File: src/rtl/iob_soc_opencryptolinux_boot_copy_pkg.sv
// Shared types and helpers for the boot-ROM-to-SRAM copy engine.
package iob_soc_opencryptolinux_boot_copy_pkg;

  typedef enum logic [2:0] {
    StIdle  = 3'd0,
    StArmed = 3'd1,
    StRd    = 3'd2,
    StCap   = 3'd3,
    StWr    = 3'd4
  } state_e;

  // log2 of the word size in bytes, used to turn a word index into a byte address
  function automatic int unsigned byte_shift(input int unsigned data_w);
    return $clog2(data_w / 8);
  endfunction

endpackage

File: src/rtl/iob_soc_opencryptolinux_boot_copy_fsm.sv
// Copy sequencer: state register, word counter and sticky completion flag.
module iob_soc_opencryptolinux_boot_copy_fsm
  import iob_soc_opencryptolinux_boot_copy_pkg::*;
#(
  parameter int unsigned ROM_ADDR_W = 10,
  parameter int unsigned BOOT_WORDS = 2 ** ROM_ADDR_W
) (
  input  logic                clk_i,
  input  logic                arst_n_i,
  input  logic                cke_i,
  input  logic                boot_i,
  input  logic                cpu_reset_i,
  input  logic                sram_ready_i,
  output logic [2:0]          state_o,
  output logic [ROM_ADDR_W:0] cnt_o,
  output logic                copy_done_o
);

  localparam logic [ROM_ADDR_W:0] LastCnt = (ROM_ADDR_W + 1)'(BOOT_WORDS - 1);

  state_e              state_q, state_d;
  logic [ROM_ADDR_W:0] cnt_q, cnt_d;
  logic                done_q, done_d;

  always_comb begin
    state_d = state_q;
    cnt_d   = cnt_q;
    done_d  = done_q;
    case (state_q)
      StIdle: begin
        if (cpu_reset_i) state_d = StArmed;
      end
      StArmed: begin
        if (!cpu_reset_i) begin
          if (boot_i) begin
            state_d = StRd;
            cnt_d   = '0;
            done_d  = 1'b0;
          end else begin
            state_d = StIdle;
          end
        end
      end
      StRd, StCap: begin
        if (cpu_reset_i) begin
          state_d = StArmed;
          cnt_d   = '0;
        end else begin
          state_d = (state_q == StRd) ? StCap : StWr;
        end
      end
      StWr: begin
        // An abort seen here waits for the in-flight handshake to finish.
        if (sram_ready_i) begin
          if (cnt_q == LastCnt) begin
            done_d  = 1'b1;
            state_d = cpu_reset_i ? StArmed : StIdle;
          end else if (cpu_reset_i) begin
            state_d = StArmed;
            cnt_d   = '0;
          end else begin
            state_d = StRd;
            cnt_d   = cnt_q + (ROM_ADDR_W + 1)'(1);
          end
        end
      end
      default: begin
        state_d = StArmed;
        cnt_d   = '0;
      end
    endcase
  end

  always_ff @(posedge clk_i or negedge arst_n_i) begin
    if (!arst_n_i) begin
      state_q <= StArmed;
      cnt_q   <= '0;
      done_q  <= 1'b0;
    end else if (cke_i) begin
      state_q <= state_d;
      cnt_q   <= cnt_d;
      done_q  <= done_d;
    end
  end

  assign state_o     = state_q;
  assign cnt_o       = cnt_q;
  assign copy_done_o = done_q;

endmodule

File: src/rtl/iob_soc_opencryptolinux_boot_copy.sv
// Copies the boot ROM image into SRAM after a boot-mode CPU reset, holding the CPU in reset
// until the copy completes.
module iob_soc_opencryptolinux_boot_copy
  import iob_soc_opencryptolinux_boot_copy_pkg::*;
#(
  parameter int unsigned DATA_W      = 32,
  parameter int unsigned ROM_ADDR_W  = 10,
  parameter int unsigned SRAM_ADDR_W = 16,
  parameter int unsigned BOOT_WORDS  = 2 ** ROM_ADDR_W,
  parameter int unsigned DST_BASE    = 0
) (
  input  logic                   clk_i,
  input  logic                   arst_n_i,
  input  logic                   cke_i,
  input  logic                   boot_i,
  input  logic                   cpu_reset_i,
  output logic                   cpu_reset_o,
  output logic                   copy_done_o,
  output logic                   rom_en_o,
  output logic [ROM_ADDR_W-1:0]  rom_addr_o,
  input  logic [DATA_W-1:0]      rom_rdata_i,
  output logic                   sram_avalid_o,
  output logic [SRAM_ADDR_W-1:0] sram_addr_o,
  output logic [DATA_W-1:0]      sram_wdata_o,
  output logic [DATA_W/8-1:0]    sram_wstrb_o,
  input  logic                   sram_ready_i
);

  localparam int unsigned StrbW     = DATA_W / 8;
  localparam int unsigned ByteShift = byte_shift(DATA_W);

  logic [2:0]             state_raw;
  state_e                 state;
  logic [ROM_ADDR_W:0]    cnt;
  logic [DATA_W-1:0]      wdata_q;
  logic [SRAM_ADDR_W-1:0] addr_q, addr_d;

  iob_soc_opencryptolinux_boot_copy_fsm #(
    .ROM_ADDR_W(ROM_ADDR_W),
    .BOOT_WORDS(BOOT_WORDS)
  ) u_fsm (
    .clk_i       (clk_i),
    .arst_n_i    (arst_n_i),
    .cke_i       (cke_i),
    .boot_i      (boot_i),
    .cpu_reset_i (cpu_reset_i),
    .sram_ready_i(sram_ready_i),
    .state_o     (state_raw),
    .cnt_o       (cnt),
    .copy_done_o (copy_done_o)
  );

  assign state  = state_e'(state_raw);
  assign addr_d = SRAM_ADDR_W'(DST_BASE) + (SRAM_ADDR_W'(cnt) << ByteShift);

  // Request payload is captured once per word so it stays stable through ready stalls.
  always_ff @(posedge clk_i or negedge arst_n_i) begin
    if (!arst_n_i) begin
      wdata_q <= '0;
      addr_q  <= '0;
    end else if (cke_i && state == StCap) begin
      wdata_q <= rom_rdata_i;
      addr_q  <= addr_d;
    end
  end

  assign cpu_reset_o   = cpu_reset_i | (state != StIdle);
  assign rom_en_o      = (state == StRd);
  assign rom_addr_o    = cnt[ROM_ADDR_W-1:0];
  assign sram_avalid_o = (state == StWr);
  assign sram_addr_o   = addr_q;
  assign sram_wdata_o  = wdata_q;
  assign sram_wstrb_o  = sram_avalid_o ? {StrbW{1'b1}} : '0;

endmodule

File: config.mk
export PLATFORM = sky130hd
export DESIGN_NAME = iob_soc_opencryptolinux_boot_copy
export DESIGN_NICKNAME = d
export VERILOG_FILES = /design/src/rtl/iob_soc_opencryptolinux_boot_copy_pkg.sv /design/src/rtl/iob_soc_opencryptolinux_boot_copy_fsm.sv /design/src/rtl/iob_soc_opencryptolinux_boot_copy.sv
export SDC_FILE = /design/constraint.sdc
export NUM_CORES = 1
export LEC_CHECK = 0
export ABC_AREA = 0
export BUFFER_PORTS_ARGS = -buffer_cell sky130_fd_sc_hd__buf_2
export CAP_MARGIN = 20
export CORE_MARGIN = 2
export CORE_UTILIZATION = 49
export DETAILED_ROUTE_END_ITERATION = 10
export PLACE_DENSITY = 0.79
export SETUP_SLACK_MARGIN = 0.5
export SLEW_MARGIN = 25
export SYNTH_ARGS = -nofsm -noshare
export SYNTH_HDL_FRONTEND = slang
export SYNTH_SLANG_ARGS = --single-unit
File: constraint.sdc
create_clock -name clk_i -period 2.2 [get_ports clk_i]
set_input_delay 0.33 -clock clk_i [delete_from_list [all_inputs] [get_ports clk_i]]
set_output_delay 0.33 -clock clk_i [all_outputs]
set_load 0.005 [all_outputs]
-- After elaboration in Yosys (flattened, before gate mapping)
Cells that the tools add are included.
- logic and storage cells: 51
- output and inout port bits: 66
- input bits: 38
- bits in registers: 58
- $add $sub $neg: 1
- bitwise logic cells: 2
- equality and inequality tests: 12
- reduce and logical (&&, ||, !) cells: 8
- muxes and demuxes: 23
- operators by type and width (cell ; number):
    $mux 11 ; 6
    $pmux 11 s4 ; 1
    $mux 3 ; 6
    $pmux 3 s4 ; 1
    $add 11x1->11 const B ; 1
    $eq 11x10->1 const B ; 1
    $ne 2x2->1 const B ; 5
    $reduce_and 7->1 ; 1
    $eq 3x2->1 const B ; 2
    $reduce_and 6->1 ; 1
    $mux 1 ; 5
    $mux 2 ; 2
    $mux 4 ; 1
    $ne 2x1->1 const B ; 2
    $reduce_and 4->1 ; 1
    $eq 3x1->1 const B ; 1
    $eq 3x3->1 const B ; 1
    $logic_not 3->1 ; 1
    $reduce_bool 3->1 ; 1
    $pmux 1 s2 ; 1
    $reduce_bool 2->1 ; 1
    $reduce_or 2->1 ; 1
    $logic_and 1x1->1 ; 1
    $not 1->1 ; 1
    $or 1x1->1 ; 1

-- Longest topological paths before layout
Gate-level depths: netlist of the first run.
- depth after elaboration: 5
- depth in mapped cells: 6
- gate-level depth less buffers: 5

-- Cells and area by module
Synthesis of the first run repeated with hierarchy kept, for this count alone.
- cell total of the unflattened synthesis: 205
- area total of the unflattened synthesis: 2687.6 um^2
- modules (own cells, without submodules) (module ; sequential area each (um^2) ; cells an instance ; times used ; area an instance (um^2)):
    iob_soc_opencryptolinux_boot_copy ; 1076.0 ; 104 ; 1 ; 1715.4
    iob_soc_opencryptolinux_boot_copy_fsm ; 376.6 ; 101 ; 1 ; 972.2

-- Least setup slack after synthesis of the first run
No wires, ideal clock.
- path type: reg-to-reg
- start: register u_fsm.state_q[0] (netlist: u_fsm.state_o[0])
- end: register u_fsm.cnt_q[9] (netlist: u_fsm.cnt_o[9])
- setup slack: 0.493 ns
- data required time: 2.076 ns
- data arrival time: 1.583 ns
- cell stages (with the launch flop): 6
- period minus slack after synthesis: 1.707 ns
- path buffers: 1
- library setup time: 0.124 ns
- cell sequence: dfstp_2 -> buf_6 -> nand2_1 -> o21a_2 -> or3_4 -> a211o_1
- word-level cells in the longest chain between the ends: 4
- elaborated cells between the ends (all ways): 14
- classes of those cells: eq/ne (9); mux (1); bitwise (1); reduce/logical (3)
- RTL lines (item ; RTL line ; text):
    from (decl) ; iob_soc_opencryptolinux_boot_copy_fsm.sv:21 ; state_e state_q, state_d;
    from (signal assigned) ; iob_soc_opencryptolinux_boot_copy_fsm.sv:76 ; state_q <= StArmed;
    from (signal assigned) ; iob_soc_opencryptolinux_boot_copy_fsm.sv:80 ; state_q <= state_d;
    $eq 3x2->1 ; iob_soc_opencryptolinux_boot_copy_fsm.sv:29 ; case (state_q)
    $reduce_or 2->1 ; iob_soc_opencryptolinux_boot_copy_fsm.sv:29 ;
    $ne 2x2->1 (no source line) ; -- ;
    $reduce_and 7->1 (no source line) ; -- ;
    to (signal assigned) ; iob_soc_opencryptolinux_boot_copy_fsm.sv:81 ; cnt_q <= cnt_d;
    to (decl) ; iob_soc_opencryptolinux_boot_copy_fsm.sv:22 ; logic [ROM_ADDR_W:0] cnt_q, cnt_d;
Several ways; a longest one is shown, not always the timed one.
A chain may end at the register's enable or synchronous reset.

-- Final worst setup path of the first run
- start: register u_fsm.state_q[0] (netlist: u_fsm.state_o[0])
- end: output cpu_reset_o
- word-level cells in the longest chain between the ends: 2
- RTL lines (item ; RTL line ; text):
    $reduce_bool 3->1 ; iob_soc_opencryptolinux_boot_copy.sv:67 ; assign cpu_reset_o = cpu_reset_i | (state != StIdle);
    $or 1x1->1 ; iob_soc_opencryptolinux_boot_copy.sv:67 ;
    to (decl) ; iob_soc_opencryptolinux_boot_copy.sv:17 ; output logic cpu_reset_o,
Every way passes these cells.

==> run summary, run 1 <==
The post-synthesis to final-layout area growth is 35.6%. The starting utilization of the core area is 50.4%. The number of warnings issued by yosys is 0. The leakage power is 0.00189 uW. The cell count after synthesis is 217. The worst path required time is 1.87 ns. The number of enable flip-flop cells after synthesis came out at 0. The number of library cell types mapped by synthesis is 52. The count of final hold-check violations is 0. The most common cell after layout, fill and taps aside is buf_2. Entering global routing, the biggest net connects 59 pins. The detailed router's first-iteration violation count is 112. The routability congestion estimate came out at 0.892. The library cell with the largest summed area after synthesis is dfrtp_1. The die width came out at 79.0 microns. The routed length per instance came out at 15.3 microns. Summing all multi-input logic gate instances after layout gives 0.00121 sq mm. Of the synthesized area, sequential elements account for 52.7%. The initial antenna violation count is 0. The part of the power in combinational logic is 30.5%. The total die area came out at 0.00624 sq mm. The number of nets in the layout came out at 363.

The register area came out at 0.00146 sq mm. The buffer type at the clock tree root is clkbuf_8. At the later pin of the worst-skew pair, clock insertion delay measures 0.33 ns. The worst setup path is of the register to primary output kind. The worst-margin pin slew came out at 0.715 ns. The number of DRC violations after detailed routing is 0. The filler cell count in the final layout came out at 416. The worst path setup slack after routing came out at 0.386 ns. The power spent charging and discharging nets came out at 1070 uW. The synthesized area divided by synthesized cell count is 12.7 sq um. The clock network accounts for 29.0% of the total power.

The endpoint of the most critical register-to-register path is u_fsm.cnt_o[3]. The number of buffers created by CTS came out at 9. The core footprint is 0.00547 sq mm. The detailed router placed 2149 vias in this run.

The finished layout cell area came out at 0.00374 sq mm. The number of clock sinks is 58. By area the synthesized netlist is led by dfrtp_1 (52%), mux2_2 (18%), buf_4 (5.4%). Summing all placed instances gives a cell area of 0.00321 sq mm. After detailed routing, the number of vias per cell comes to 5.36. VDD sags by at most 0.000625 V.

The data arrival time of the worst path came out at 1.48 ns. The global-route wire length before repair came out at 9.45 mm. The shortest clock period the worst path allows after layout came out at 1.81 ns.

The sum of internal, switching and leakage power is 3840 uW. The clock-pin slew of the registers on the worst-case setup and hold paths came out at 0.06 ns. The share of final-layout standard cells stronger than drive strength 1 came out at 66.0%.

Prior to clock tree synthesis, the placed netlist has a worst setup slack of 0.348 ns. The number of detailed-route iterations in the first pass came out at 6. Across every metal layer, demand over resource in global routing totals 19.7%. The nature of the critical path endpoint is a primary output. Dividing total power by cell area gives a power density of 1030 mW/mm^2. STA classifies the critical path startpoint as a register. The internal power of the cells totals 2770 uW.

The worst pin sits at a relative slew slack of 52.3%. The final routed wirelength across all metal layers came out at 6.13 mm. The number of placement rows came out at 27. The residual overflow from global routing came out at 0. The post-route antenna net violation count is 0.

The flow ran to the end, and the final reports show no timing, DRC or antenna violations. The maximum operating frequency came out at 551 MHz. The antenna diode instance count came out at 0. Leaving out fill and tap cells, the most frequent cells in the layout are buf_2 (92), dfrtp_1 (53), mux2_2 (43).

The depth of the worst register-to-register path is 5. For this run, the leading register cell type out of synthesis is dfrtp_1. Setup repair after global routing could not meet its margin everywhere. The synthesized area is 0.00276 sq mm. TritonCTS built the clock tree.

Measured along the y axis, the die boundary spans 79.0 microns. The half-perimeter wire length after placement came out at 3.90 mm. The setup slack of the worst register-to-register path came out at 0.39 ns. The maximum clock path buffer count is 2. The share of the synthesized area in the top cell type came out at 51.7%. The via count of the first global-routing pass came out at 2074.

The switching power share of the total came out at 27.8%. The post-route clock skew is 0.00900 ns. Setup violations remaining at the end of the flow were counted as 0. Of all flip-flops after synthesis, the portion carrying an async set or reset was 100%. Summed over all failing endpoints, the final setup total negative slack is 0 ns.

The share of total power dissipated in sequential elements is 40.5%. Along the worst path, the maximum fanout reaches 5. Buffers placed on the I/O ports in this run total 98. The worst register-to-register path begins at u_fsm.cnt_o[5].

The post-synthesis register bit count came out at 58. The tool flagged a number of max-cap violations equal to 0. The worst path uses 82.5% of the clock period.

The worst hold path belongs to the class primary input to async pin. The number of ports placed on the die boundary came out at 104. The number of slew-limit violations in the final report came out at 0. The H-tree depth is 3.

The final standard cell count with taps included and fillers excluded came out at 401. In this run, placement finished with an instance count of 369.
## how the worst max path moves through the flow
stage	startpoint	to	slack [ns]	cells past startpoint
2_1_floorplan	u_fsm.state_o[0]	u_fsm.cnt_o[9]	0.50	6
5_1_grt	u_fsm.state_o[0]	cpu_reset_o	0.35	3
6_report	u_fsm.state_o[0]	cpu_reset_o	0.39	3
3_3_place_gp	u_fsm.state_o[1]	u_fsm.cnt_o[9]	0.39	4
4_1_cts	u_fsm.state_o[0]	u_fsm.cnt_o[9]	0.42	4
3_5_place_dp	u_fsm.cnt_o[1]	u_fsm.state_o[1]	0.35	6
## cells by family (layout without fill, tap and decap cells)
family,Yosys count,in the layout,synth area share [%]
adder cells (fa/ha/maj),1,1,0.454
AO/OA/AOI/OAI,33,33,8.67
AND/OR/NAND/NOR,47,47,11.8
buffers and inverters,33,141,8.30
multiplexers,44,44,17.9
flip-flops,58,58,52.7
other,1,5,0.136
## state kept, by name (all words and copies together), names as in the netlist
signal             cells
u_fsm.copy_done_o      1
sram_addr_o           11
sram_wdata_o          32
u_fsm.state_o          3
u_fsm.cnt_o           11
## per-stage QoR
step | util (%) | hold slack (ns)
final | 68.3 | 0.127
after global placement | 58.6 | 0.481
after floorplan | - | 0.0344
after CTS | 64.4 | 0.156
after global routing | 68.3 | 0.192
after detailed placement | 58.6 | 0.487
## Yosys cell counts, types with 4 or more instances
master,n
a31oi_1,4
buf_2,6
mux2_2,43
o21ai_0,4
dfrtp_1,57
and3_1,4
buf_4,20
a21oi_1,4
nor3_1,4
nand2b_1,4
nand3_1,7
nand2_1,6
## layout make-up
class	count	share of cell area (%)
well taps	72	2.41
repair buffers	122	19.6
clock inverters	4	1.97
flip-flops and latches	58	39.0
inverters	3	0.435
clock buffers	12	4.15
multi-input cells	130	32.4
## timing repair
action | in CTS | in global routing
hold buffers | 0 | 0
resized for setup | 8 | 37
pin swaps | 4 | 11
endpoints found under the setup margin | 50 | 47
setup buffers | 9 | 7
## power groups by stage
stage	registers (uW)	logic [uW]	clock network [uW]
final	1550	1170	1110
after global routing	1600	1270	1170
after CTS	1550	1040	1140
after detailed placement	1580	982	0
after global placement	1560	960	0
after floorplan	1570	571	0
## critical path, cell delays in order (launching register included)
cell	delay, ns
dfstp_2	0.40
buf_6	0.13
or4_4	0.50
buf_6	0.13
## per-layer routing
layer | vias to the layer above | GRT usage [%] | part of all wire (%)
li1 | 982 | - | -
met3 | 19 | 5.34 | 6.3
met4 | 0 | 11.2 | 2.8
met5 | - | 0 | 0
met1 | 1059 | 23.3 | 43
met2 | 89 | 32.4 | 48
(Power assumes the default switching activity.)
==> run 2: changes to the inputs <==
--- a/config.mk
+++ b/config.mk
@@ -9,9 +9,9 @@
 export BUFFER_PORTS_ARGS = -buffer_cell sky130_fd_sc_hd__buf_2
 export CAP_MARGIN = 20
 export CORE_MARGIN = 2
-export CORE_UTILIZATION = 49
+export CORE_UTILIZATION = 44
 export DETAILED_ROUTE_END_ITERATION = 10
-export PLACE_DENSITY = 0.79
+export PLACE_DENSITY = 0.75
 export SETUP_SLACK_MARGIN = 0.5
 export SLEW_MARGIN = 25
 export SYNTH_ARGS = -nofsm -noshare
==> constraint.sdc (replaced) <==
create_clock -name clk_i -period 1.59 [get_ports clk_i]
set_input_delay 0.2385 -clock clk_i [delete_from_list [all_inputs] [get_ports clk_i]]
set_output_delay 0.2385 -clock clk_i [all_outputs]
set_load 0.005 [all_outputs]
==> run summary, run 2 (same netlist as run 1, synthesis figures left out) <==
The data arrival time of the worst path came out at 2.05 ns (+0.57 ns). The core footprint came out at 0.00599 sq mm (+9.5%). The number of DRC violations after detailed routing is 0 (unchanged).

The average vias per placed instance came out at 5.18 (-3.3%). The chip height was 83.2 microns (+5.2%). The maximum operating frequency came out at 554 MHz.

The post-route antenna net violation count was 0 (unchanged). The post-place instance area was 0.00347 sq mm (+8.2%). The worst reg2reg path startpoint is u_fsm.state_o[0]. The routed length per instance came to 16.7 microns (+9.1%). In the layout the commonest cells are buf_2 (82), dfrtp_1 (56), mux2_2 (43). The half-perimeter wire length after placement came out at 4.63 mm (+19%).

The filler cell count in the final layout is 386 (-7.2%). The worst path required time is 1.83 ns (-0.04 ns). The number of nets in the layout came out at 399 (+9.9%). The number of maximum-capacitance constraint violations came out at 0 (unchanged). The total vias in the final route came out at 2281 (+6.1%).

The worst register-to-register path ends at u_fsm.cnt_o[8]. The power density relative to cell area is 1380 mW/mm^2 (+35%). The finished layout cell area is 0.00423 sq mm (+13%). The number of detailed-route iterations in the first pass is 4 (-2). The number of buffers added on ports is 98 (unchanged). The launching element type of the critical path is a register.

The depth of the worst register-to-register path came to 7 (+2). The starting utilization of the core area came out at 46.0% (-4.4 points). The total die area is 0.00692 sq mm (+11%). The residual overflow from global routing came to 0 (unchanged).

The maximum number of pins on one net before global-route repair came out at 22 (-63%). The instance count along the most critical hold path came out at 2. The antenna diode instance count is 0 (unchanged). The H-tree depth is 3 (unchanged). The checks that failed: setup timing. The maximum clock path buffer count came out at 2 (unchanged).

The setup slack of the worst register-to-register path is -0.21 ns (-0.60 ns). The via count of the first global-routing pass is 2354 (+14%). The highest fanout seen on the critical path was 5 (unchanged).

The root buffer cell chosen for the clock tree is clkbuf_8. The core utilization of the finished layout is 70.7% (+2.3 points). The number of placement rows came out at 28 (+3.7%). In this run the most critical hold path is launched from rom_rdata_i[23]. The worst hold path terminates at sram_wdata_o[23].

The leakage power came out at 0.00215 uW (+13%). The routability congestion estimate was 0.922 (+3.4%). The flow ran to the end, but the final reports show violations. The final cycle utilization of the critical path is 113%. The detailed router's first-iteration violation count came out at 124 (+11%). The most common cell after layout, fill and taps aside is buf_2. The count of endpoints failing setup in the final report was 64 (+64). The share of final-layout standard cells stronger than drive strength 1 came to 66.8% (+0.89 points).

The number of slew-limit violations in the final report is 0 (unchanged). The count of final hold-check violations came out at 0 (unchanged). The shortest clock period the worst path allows after layout came out at 1.80 ns. The tightest min-delay check is of the primary input to register type. The clock-pin slew of the registers on the worst-case setup and hold paths was 0.07 ns (about the same). TritonCTS built the clock tree. The post-route clock skew is 0.00755 ns (-0.00144 ns). The clock latency reported for the late side of the worst-skew pair came out at 0.34 ns (about the same).

The global-route wire length before repair is 11.8 mm (+25%). The initial antenna violation count came out at 0 (unchanged). The final routed wirelength across all metal layers was 7.34 mm (+20%). Setup repair after global routing could not meet its margin everywhere. The maximum resistive drop on vdd is 0.00103 V (+66%).

The number of flip-flops under the largest register name was 32 (unchanged). The post-synthesis to final-layout area growth came out at 53.5%. The nature of the critical path endpoint is a register. The worst path setup slack after routing came to -0.214 ns (-0.600 ns). The die width came to 83.2 microns (+5.2%). The number of buffers created by CTS came out at 9 (unchanged). The number of ports placed on the die boundary is 104 (unchanged). The global-route usage over all layers came out at 21.5% (+1.8 points). The number of clock sinks came to 58 (unchanged). The sum of internal, switching and leakage power came to 5850 uW (+52%). The classification of the worst setup path is register to register.
==> run 2: how the worst max path moves through the flow <==
stage / from / to / cells past startpoint
after floorplan: u_fsm.state_o[0] / u_fsm.cnt_o[9] / 6
after global placement: u_fsm.state_o[0] / u_fsm.cnt_o[8] / 5
after detailed placement: u_fsm.state_o[1] / u_fsm.cnt_o[6] / 5
after CTS: u_fsm.state_o[0] / sram_wstrb_o[1] / 5
after global routing: u_fsm.state_o[0] / u_fsm.cnt_o[8] / 7
final: u_fsm.state_o[0] / u_fsm.cnt_o[8] / 7
==> run 2: metrics by stage <==
step,cells,hold WS (ns),TNS [ns],setup WS [ns]
2_1_floorplan,221,-0.0571,-0.485,-0.108
5_1_grt,440,0.119,-9.29,-0.259
3_5_place_dp,401,0.184,-1.87,-0.161
4_1_cts,431,0.116,-7.46,-0.177
6_report,440,0.127,-6.15,-0.214
3_3_place_gp,401,0.180,-0.501,-0.0707
==> run 2: repair_timing <==
item | in CTS | in global routing
hold endpoints to repair | 14 | 0
resized for setup | 37 | 16
hold buffers | 1 | 0
setup buffers | 10 | 9
endpoints found under the setup margin | 92 | 119
gates cloned | 3 | 0
pin swaps | 6 | 7
==> run 2: worst max-delay path, stage by stage (launching register included) <==
cell	delay, ns
dfstp_2	0.40
buf_6	0.12
or3b_4	0.38
buf_6	0.13
nor4_4	0.28
buf_4	0.19
nor3_4	0.05
a31oi_1	0.16
==> run 2: power breakdown <==
| group | internal (uW) | switching (uW) | total (uW) |
|---|---|---|---|
| sequential | 1910 | 227 | 2140 |
| combinational | 1220 | 792 | 2020 |
| clock | 1090 | 609 | 1690 |
| total | 4220 | 1630 | 5850 |
==> run 2: cell type report <==
class                      count  area, sq um  share of cell area (%)
sequential                    58         1450                    34.3
clock buffer                  10          138                    3.25
clock inverter                 6          114                    2.69
timing repair buffer         158         1220                    28.9
tap                           75         93.8                    2.22
inverter                       3         18.8                   0.443
multi-input combinational    130         1190                    28.1
==> run 2: per-layer routing <==
layer  vias to the layer above  wire length (microns)  track usage (%)
li1                       1060                      -                -
met5                         -                      0                0
met2                       111                   3920             37.7
met4                         0                    119             7.60
met1                      1099                   2800             25.0
met3                        11                    504             6.36
